`src/rtl/mem_datos_pkg.sv`:
```
// ----------------------------------------------------------------------------
// mem_datos_pkg : size/state encodings and lane-mask helpers for mem_datos
// Rev 1.0
// ----------------------------------------------------------------------------
`default_nettype none

package mem_datos_pkg;

  localparam logic [1:0] SZ_B = 2'b00;
  localparam logic [1:0] SZ_H = 2'b01;
  localparam logic [1:0] SZ_W = 2'b10;
  localparam logic [1:0] SZ_D = 2'b11;

  typedef enum logic [0:0] {
    ST_INIT = 1'b0,
    ST_RUN  = 1'b1
  } state_t;

  // Byte-lane enables for a 2^size byte access at byte offset off (up to 8 lanes).
  function automatic logic [7:0] lane_mask(input logic [1:0] size, input logic [2:0] off);
    logic [15:0] m;
    m = ((16'd1 << (4'd1 << size)) - 16'd1) << off;
    return m[7:0];
  endfunction

  function automatic logic is_aligned(input logic [1:0] size, input logic [2:0] off);
    logic [2:0] low;
    low = 3'((4'd1 << size) - 4'd1);
    return (off & low) == 3'd0;
  endfunction

endpackage

`default_nettype wire

```
`src/rtl/mem_ext.sv`:
```
// ----------------------------------------------------------------------------
// mem_ext : load lane select with sign/zero extension
// Rev 1.0
// ----------------------------------------------------------------------------
`default_nettype none

module mem_ext
  import mem_datos_pkg::*;
#(
  parameter  int DATA_W = 32,
  localparam int OB     = $clog2(DATA_W/8)
) (
  input  logic [DATA_W-1:0] i_data,
  input  logic [1:0]        i_size,
  input  logic [OB-1:0]     i_off,
  input  logic              i_signed,
  output logic [DATA_W-1:0] o_data
);

  localparam logic [DATA_W-1:0] ONE = {{(DATA_W-1){1'b0}}, 1'b1};

  logic [DATA_W-1:0] w_sh;
  logic [DATA_W-1:0] w_keep;
  logic [6:0]        w_nbits;
  logic              w_sign;

  always_comb begin
    w_sh    = i_data >> {i_off, 3'b000};
    w_nbits = 7'd8 << i_size;
    // A shift of DATA_W or more yields 0, so a full-width access keeps every bit.
    w_keep  = (ONE << w_nbits) - ONE;
    w_sign  = 1'b0;
    case (i_size)
      SZ_B:    w_sign = w_sh[7];
      SZ_H:    w_sign = w_sh[15];
      default: w_sign = w_sh[31];
    endcase
    o_data = (w_sh & w_keep) | ({DATA_W{i_signed & w_sign}} & ~w_keep);
  end

endmodule

`default_nettype wire

```
`src/rtl/mem_datos.sv`:
```
// ----------------------------------------------------------------------------
// mem_datos : byte-lane data memory with valid/ready requests and init sweep
// Rev 1.0
// ----------------------------------------------------------------------------
`default_nettype none

module mem_datos
  import mem_datos_pkg::*;
#(
  parameter int DATA_W = 32,
  parameter int DEPTH  = 128,
  parameter int ADDR_W = 10,
  parameter int RD_LAT = 1
) (
  input  logic              reloj,
  input  logic              reset_n,
  input  logic              req_valid,
  output logic              req_ready,
  input  logic              req_we,
  input  logic [1:0]        req_size,
  input  logic              req_signed,
  input  logic [ADDR_W-1:0] req_addr,
  input  logic [DATA_W-1:0] req_wdata,
  output logic              rsp_valid,
  output logic [DATA_W-1:0] rsp_data,
  output logic              rsp_err
);

  localparam int NB    = DATA_W/8;
  localparam int OB    = $clog2(NB);
  localparam int RA_W  = $clog2(DEPTH);
  localparam int CLR_W = $clog2(DEPTH+1);
  localparam int IDX_W = ADDR_W - OB;

  state_t             r_state;
  logic [CLR_W-1:0]   r_clr;
  logic [DATA_W-1:0]  r_mem [DEPTH];
  logic [DATA_W-1:0]  r_rdata;

  logic               w_acc;
  logic [OB-1:0]      w_off;
  logic [IDX_W-1:0]   w_idx;
  logic               w_err;
  logic [NB-1:0]      w_mask;
  logic [DATA_W-1:0]  w_wsh;
  logic [NB-1:0]      w_we;
  logic [RA_W-1:0]    w_wa;
  logic [DATA_W-1:0]  w_wd;

  assign req_ready = (r_state == ST_RUN);
  assign w_acc     = req_valid & req_ready;
  assign w_off     = req_addr[OB-1:0];
  assign w_idx     = req_addr[ADDR_W-1:OB];
  assign w_err     = !is_aligned(req_size, 3'(w_off))
                   | (32'(w_idx) >= 32'(DEPTH))
                   | ((4'd1 << req_size) > 4'(NB));
  assign w_mask    = NB'(lane_mask(req_size, 3'(w_off)));
  assign w_wsh     = req_wdata << {w_off, 3'b000};

  always_ff @(posedge reloj) begin
    if (!reset_n) begin
      r_state <= ST_INIT;
      r_clr   <= '0;
    end else if (r_state == ST_INIT) begin
      if (r_clr == CLR_W'(DEPTH)) r_state <= ST_RUN;
      else                        r_clr   <= r_clr + CLR_W'(1);
    end
  end

  // The clearing sweep owns the write port during INIT; stores own it in RUN.
  always_comb begin
    w_we = '0;
    w_wa = r_clr[RA_W-1:0];
    w_wd = '0;
    if (r_state == ST_INIT) begin
      if (r_clr < CLR_W'(DEPTH)) w_we = '1;
    end else if (w_acc && req_we && !w_err) begin
      w_we = w_mask;
      w_wa = w_idx[RA_W-1:0];
      w_wd = w_wsh;
    end
  end

  always_ff @(posedge reloj) begin
    for (int b = 0; b < NB; b++) begin
      if (w_we[b]) r_mem[w_wa][b*8 +: 8] <= w_wd[b*8 +: 8];
    end
    r_rdata <= r_mem[w_idx[RA_W-1:0]];
  end

  logic          r_a_v, r_a_ld, r_a_err, r_a_sgn;
  logic [1:0]    r_a_size;
  logic [OB-1:0] r_a_off;

  always_ff @(posedge reloj) begin
    if (!reset_n) begin
      r_a_v    <= 1'b0;
      r_a_ld   <= 1'b0;
      r_a_err  <= 1'b0;
      r_a_sgn  <= 1'b0;
      r_a_size <= SZ_B;
      r_a_off  <= '0;
    end else begin
      r_a_v    <= w_acc;
      r_a_ld   <= !req_we && !w_err;
      r_a_err  <= w_err;
      r_a_sgn  <= req_signed;
      r_a_size <= req_size;
      r_a_off  <= w_off;
    end
  end

  logic [DATA_W-1:0] w_ext;

  mem_ext #(
    .DATA_W (DATA_W)
  ) u_ext (
    .i_data   (r_rdata),
    .i_size   (r_a_size),
    .i_off    (r_a_off),
    .i_signed (r_a_sgn),
    .o_data   (w_ext)
  );

  logic              r_b_v, r_b_err;
  logic [DATA_W-1:0] r_b_data;

  always_ff @(posedge reloj) begin
    if (!reset_n) begin
      r_b_v    <= 1'b0;
      r_b_err  <= 1'b0;
      r_b_data <= '0;
    end else begin
      r_b_v    <= r_a_v;
      r_b_err  <= r_a_v && r_a_err;
      r_b_data <= (r_a_v && r_a_ld) ? w_ext : '0;
    end
  end

  generate
    if (RD_LAT == 2) begin : g_lat2
      logic              r_c_v, r_c_err;
      logic [DATA_W-1:0] r_c_data;

      always_ff @(posedge reloj) begin
        if (!reset_n) begin
          r_c_v    <= 1'b0;
          r_c_err  <= 1'b0;
          r_c_data <= '0;
        end else begin
          r_c_v    <= r_b_v;
          r_c_err  <= r_b_err;
          r_c_data <= r_b_data;
        end
      end

      assign rsp_valid = r_c_v;
      assign rsp_err   = r_c_err;
      assign rsp_data  = r_c_data;
    end else begin : g_lat1
      assign rsp_valid = r_b_v;
      assign rsp_err   = r_b_err;
      assign rsp_data  = r_b_data;
    end
  endgenerate

endmodule

`default_nettype wire

```
`config.mk`:
```
export PLATFORM = sky130hd
export DESIGN_NAME = mem_datos
export DESIGN_NICKNAME = d
export VERILOG_FILES = /design/src/rtl/mem_datos_pkg.sv /design/src/rtl/mem_ext.sv /design/src/rtl/mem_datos.sv
export SDC_FILE = /design/constraint.sdc
export NUM_CORES = 2
export LEC_CHECK = 0
export ABC_AREA = 1
export CORE_UTILIZATION = 48
export CTS_CLUSTER_SIZE = 40
export DETAILED_ROUTE_END_ITERATION = 12
export DONT_BUFFER_PORTS = 1
export PLACE_DENSITY = 0.62
export SLEW_MARGIN = 10
export SYNTH_ARGS = -nofsm -noshare
export SYNTH_HDL_FRONTEND = slang
export SYNTH_SLANG_ARGS = --single-unit
```
`constraint.sdc`:
```
create_clock -name reloj -period 16.2 [get_ports reloj]
set_clock_uncertainty 0.2 [all_clocks]
set_input_delay 0 -clock reloj [delete_from_list [all_inputs] [get_ports reloj]]
set_output_delay 0 -clock reloj [all_outputs]
set_load 0.02 [all_outputs]
```
==> reports/metrics.yaml <==
final_max_slew_viols: 174
critical-path-top-delay-family: "buffers and inverters"
final.fill_count: 28900
top_layer: "met5"
cts_htree_levels: 5
crit_path_cell_trace: "dlygate4sd3_1 -> buf_16 -> buf_16 -> inv_8 -> buf_12 -> buf_4 -> buf_4 -> nand2_1 -> nand3_1 -> nand3_1 -> dlygate4sd3_1 -> nand3_1 -> nand3_1 -> dlygate4sd3_1 -> nand3_1 -> dlygate4sd3_1 -> nand3_1 -> dlygate4sd3_1 -> nand2_1 -> dlygate4sd3_1"
timing.critical_path.slowest_stage_cell: "sky130_fd_sc_hd__inv_8"
synth.yosys.warnings: 0
vias_per_cell: 5.94
grt_pass1_wl_mm: 751
placed_cell_area_mm2: 0.172
yosysUniqueCellTypes: 35
routedLengthMet1_mm: 201
worst_ep_required_time_ns: 16.89
cts.sinks: 4179
synth.yosys.seq_area_share_pct: 73.9
synthArstFlopShare_pct: 0
cp.buffers_inverters: 12
1st_iter_drt_viols: 15400
worst_hold_path_type: "input port to register"
slew_of_the_pin_with_the_lowest_slew_margin_ns: 1.94
grt_max_degree: 763
rsz0062_at_grt: "no"
timing.critical_path.slowest_cell_delay_ns: 1.24
synthMostInstantiatedCell: "sky130_fd_sc_hd__nand2_1"
cap_viol_max_count: 0
synth.cell_area_mm2: 0.169
route.met3.wl_mm: 51.4
final_area_mm2: 0.187
tritoncts: "done"
timing.critical_path.to_type: "register"
via_count: 113000
setup_tns_ns: 0
remaining_number_of_nets_flagged_by_the_antenna_check_after_routing: 0
netlist_instances: 14400
timing_hold_violations_final: 4
synthDominantCellAreaShare_pct: 72.9
synth.cells.most_frequent: "sky130_fd_sc_hd__nand2_1 (4382), sky130_fd_sc_hd__edfxtp_1 (4096), sky130_fd_sc_hd__nand3_1 (4048)"
finish.utilization_pct: 53.6
clkSlewWorstSetupHoldPaths_ns: 0.06
antenna_found_initial: 27
cts_root_buffer: "sky130_fd_sc_hd__clkbuf_16"
grt_use_total_pct: 29.1
vias_in_the_first_global_route: 104000
ff_latch_count_synth: 4179
ir_drop_uv: 118
start_util_pct: 48.3
synth_edf_count: 4096
max_freq_mhz: 110
startpoint_type: "input port"
design.die.area_mm2: 0.354
num_io_pins: 84
finalCriticalPeriod_ns: 9.12
synthFlopType: "sky130_fd_sc_hd__edfxtp_1"
floorplan.rows: 217
die_h_um: 595
timing.critical_path.arrival_ns: 9.82
setup-violations-final: 0
final.hold.worst_slack_ns: -0.00626
dpl.hpwl_mm: 290
clk_path_buf_depth: 4
detail_route.drc_violations: 0
worst_slew_margin_rel_pct: -29.2
violations: "negative hold slack, max-slew violations"
ranking_of_synthesized_cells_by_area: "sky130_fd_sc_hd__edfxtp_1 (73%), sky130_fd_sc_hd__nand3_1 (12%), sky130_fd_sc_hd__nand2_1 (9.8%), sky130_fd_sc_hd__clkbuf_1 (1.7%), sky130_fd_sc_hd__nor2_1 (1.3%)"
synth_top_cell_by_area: "sky130_fd_sc_hd__edfxtp_1"
cts_buffers: 419
clock_latency_ns: 0.97
detailroute.wirelength.met2_mm: 242
static-leakage-power_uw: 0.0709
power-per-cell-area_mw_per_mm2: 119
status: "complete, but fails checks"
post_layout_nonfiller_instances: 19100
detail_route.first_pass.iterations: 9
post_route_clock_period_utilization_pct: 56.3
critical_path_class: "input port to register"
globalRoute.totalOverflow: 0
layout_net_count: 14200
core_region_area_mm2: 0.349
placed_cells: 18100
synthesis.area_per_instance_um2: 11.7
buffer_ports.inserted: 0
avg_wl_per_cell_um: 27.6
area_growth_pct: 11.1
worst-path-max-fanout: 267
timing.reg2reg.setup_slack_ns: 10.15
finalWeightedCongestion: 0.890
post_route_cells_drive_above_1_share_pct: 5.66
drt_wl_total_mm: 528
die_width_um: 595
number_of_nets_produced_by_synthesis: 14400
[power breakdown]
group          internal (uW)  switching [uW]  total, uW
clock                   5360            4100       9460
combinational            255             769       1020
sequential             11700            28.9      11800
[final cells by class]
cell class                 count  area [um2]  area share, %
sequential                  4179      125000           66.5
multi-input combinational   9164       40300           21.5
clock buffer                 546       11300           6.05
tap                         4599        5750           3.07
timing repair buffer         283        3160           1.68
clock inverter               222        1860          0.995
inverter                      54         239          0.128
antenna                       33        82.6         0.0441
[path summary, 6_finish.rpt]
check,start,end,cells past startpoint
max reg2reg,req_ready$_SDFF_PN0_,r_mem[106][20]$_DFFE_PP_,9
max,req_addr[2],r_rdata[23]$_DFF_P_,20
min,req_wdata[8],r_mem[53][8]$_DFFE_PP_,3
min reg2reg,r_clr[7]$_SDFFE_PN0P_,r_clr[7]$_SDFFE_PN0P_,2
[registers in the layout, indices dropped and copies added, names as in the netlist]
name       flops
r_a_err        1
r_a_ld         1
r_a_off        2
r_a_sgn        1
r_a_size       2
r_a_v          1
r_clr          8
r_mem       4096
r_rdata       32
req_ready      1
rsp_data      32
rsp_err        1
rsp_valid      1
[routing by layer]
layer | track usage, % | vias up
met5 | 0 | -
met4 | 15.6 | 20
met3 | 5.68 | 1146
met2 | 45.2 | 5996
met1 | 38.8 | 55700
li1 | - | 50500
[cells in the final DEF (no fill, tap or decap), types with 5 or more instances in the layout]
| cell type | count |
|---|---|
| sky130_fd_sc_hd__a2111oi_2 | 6 |
| sky130_fd_sc_hd__a21oi_1 | 48 |
| sky130_fd_sc_hd__a221oi_4 | 7 |
| sky130_fd_sc_hd__buf_12 | 12 |
| sky130_fd_sc_hd__buf_16 | 30 |
| sky130_fd_sc_hd__buf_4 | 129 |
| sky130_fd_sc_hd__bufinv_16 | 28 |
| sky130_fd_sc_hd__clkbuf_1 | 100 |
| sky130_fd_sc_hd__clkbuf_16 | 431 |
| sky130_fd_sc_hd__clkbuf_8 | 12 |
| sky130_fd_sc_hd__clkinv_1 | 104 |
| sky130_fd_sc_hd__clkinv_2 | 71 |
| sky130_fd_sc_hd__clkinvlp_4 | 7 |
| sky130_fd_sc_hd__dfxtp_1 | 83 |
| sky130_fd_sc_hd__diode_2 | 33 |
| sky130_fd_sc_hd__dlygate4sd3_1 | 112 |
| sky130_fd_sc_hd__edfxtp_1 | 4096 |
| sky130_fd_sc_hd__inv_1 | 40 |
| sky130_fd_sc_hd__inv_2 | 5 |
| sky130_fd_sc_hd__inv_6 | 10 |
| sky130_fd_sc_hd__nand2_1 | 4382 |
| sky130_fd_sc_hd__nand3_1 | 4048 |
| sky130_fd_sc_hd__nand4_1 | 8 |
| sky130_fd_sc_hd__nor2_1 | 551 |
| sky130_fd_sc_hd__nor2_2 | 23 |
| sky130_fd_sc_hd__nor2_4 | 21 |
| sky130_fd_sc_hd__o211ai_1 | 7 |
| sky130_fd_sc_hd__o21ai_0 | 23 |
| sky130_fd_sc_hd__o21ai_1 | 8 |
| sky130_fd_sc_hd__xor2_1 | 5 |
[metrics by stage]
stage	power, uW	setup slack, ns
after floorplan	12600	1.40
after global placement	12800	9.91
after detailed placement	12800	9.92
after CTS	22200	8.65
after global routing	22700	7.66
final	22200	7.08
[kinds of logic after synthesis]
family,Yosys count,share of synthesized area [%]
compound gates,116,0.421
fa+ha+maj,4,0.0297
buf+inv,1047,2.41
xor+xnor,6,0.0312
flops,4179,73.9
simple gates,9038,23.2
[worst min-delay path, cell delays in order]
cell                      delay [ns]
sky130_fd_sc_hd__o21ai_0        0.27
sky130_fd_sc_hd__nor2_4         0.18
sky130_fd_sc_hd__buf_4          0.45
[repair_timing]
| action | CTS | global route |
|---|---|---|
| setup buffers | 0 | 0 |
| hold buffers | 124 | 4 |
| hold endpoints to repair | 1993 | 10 |
| gates resized for setup | 0 | 0 |
(Power assumes the default switching activity.)
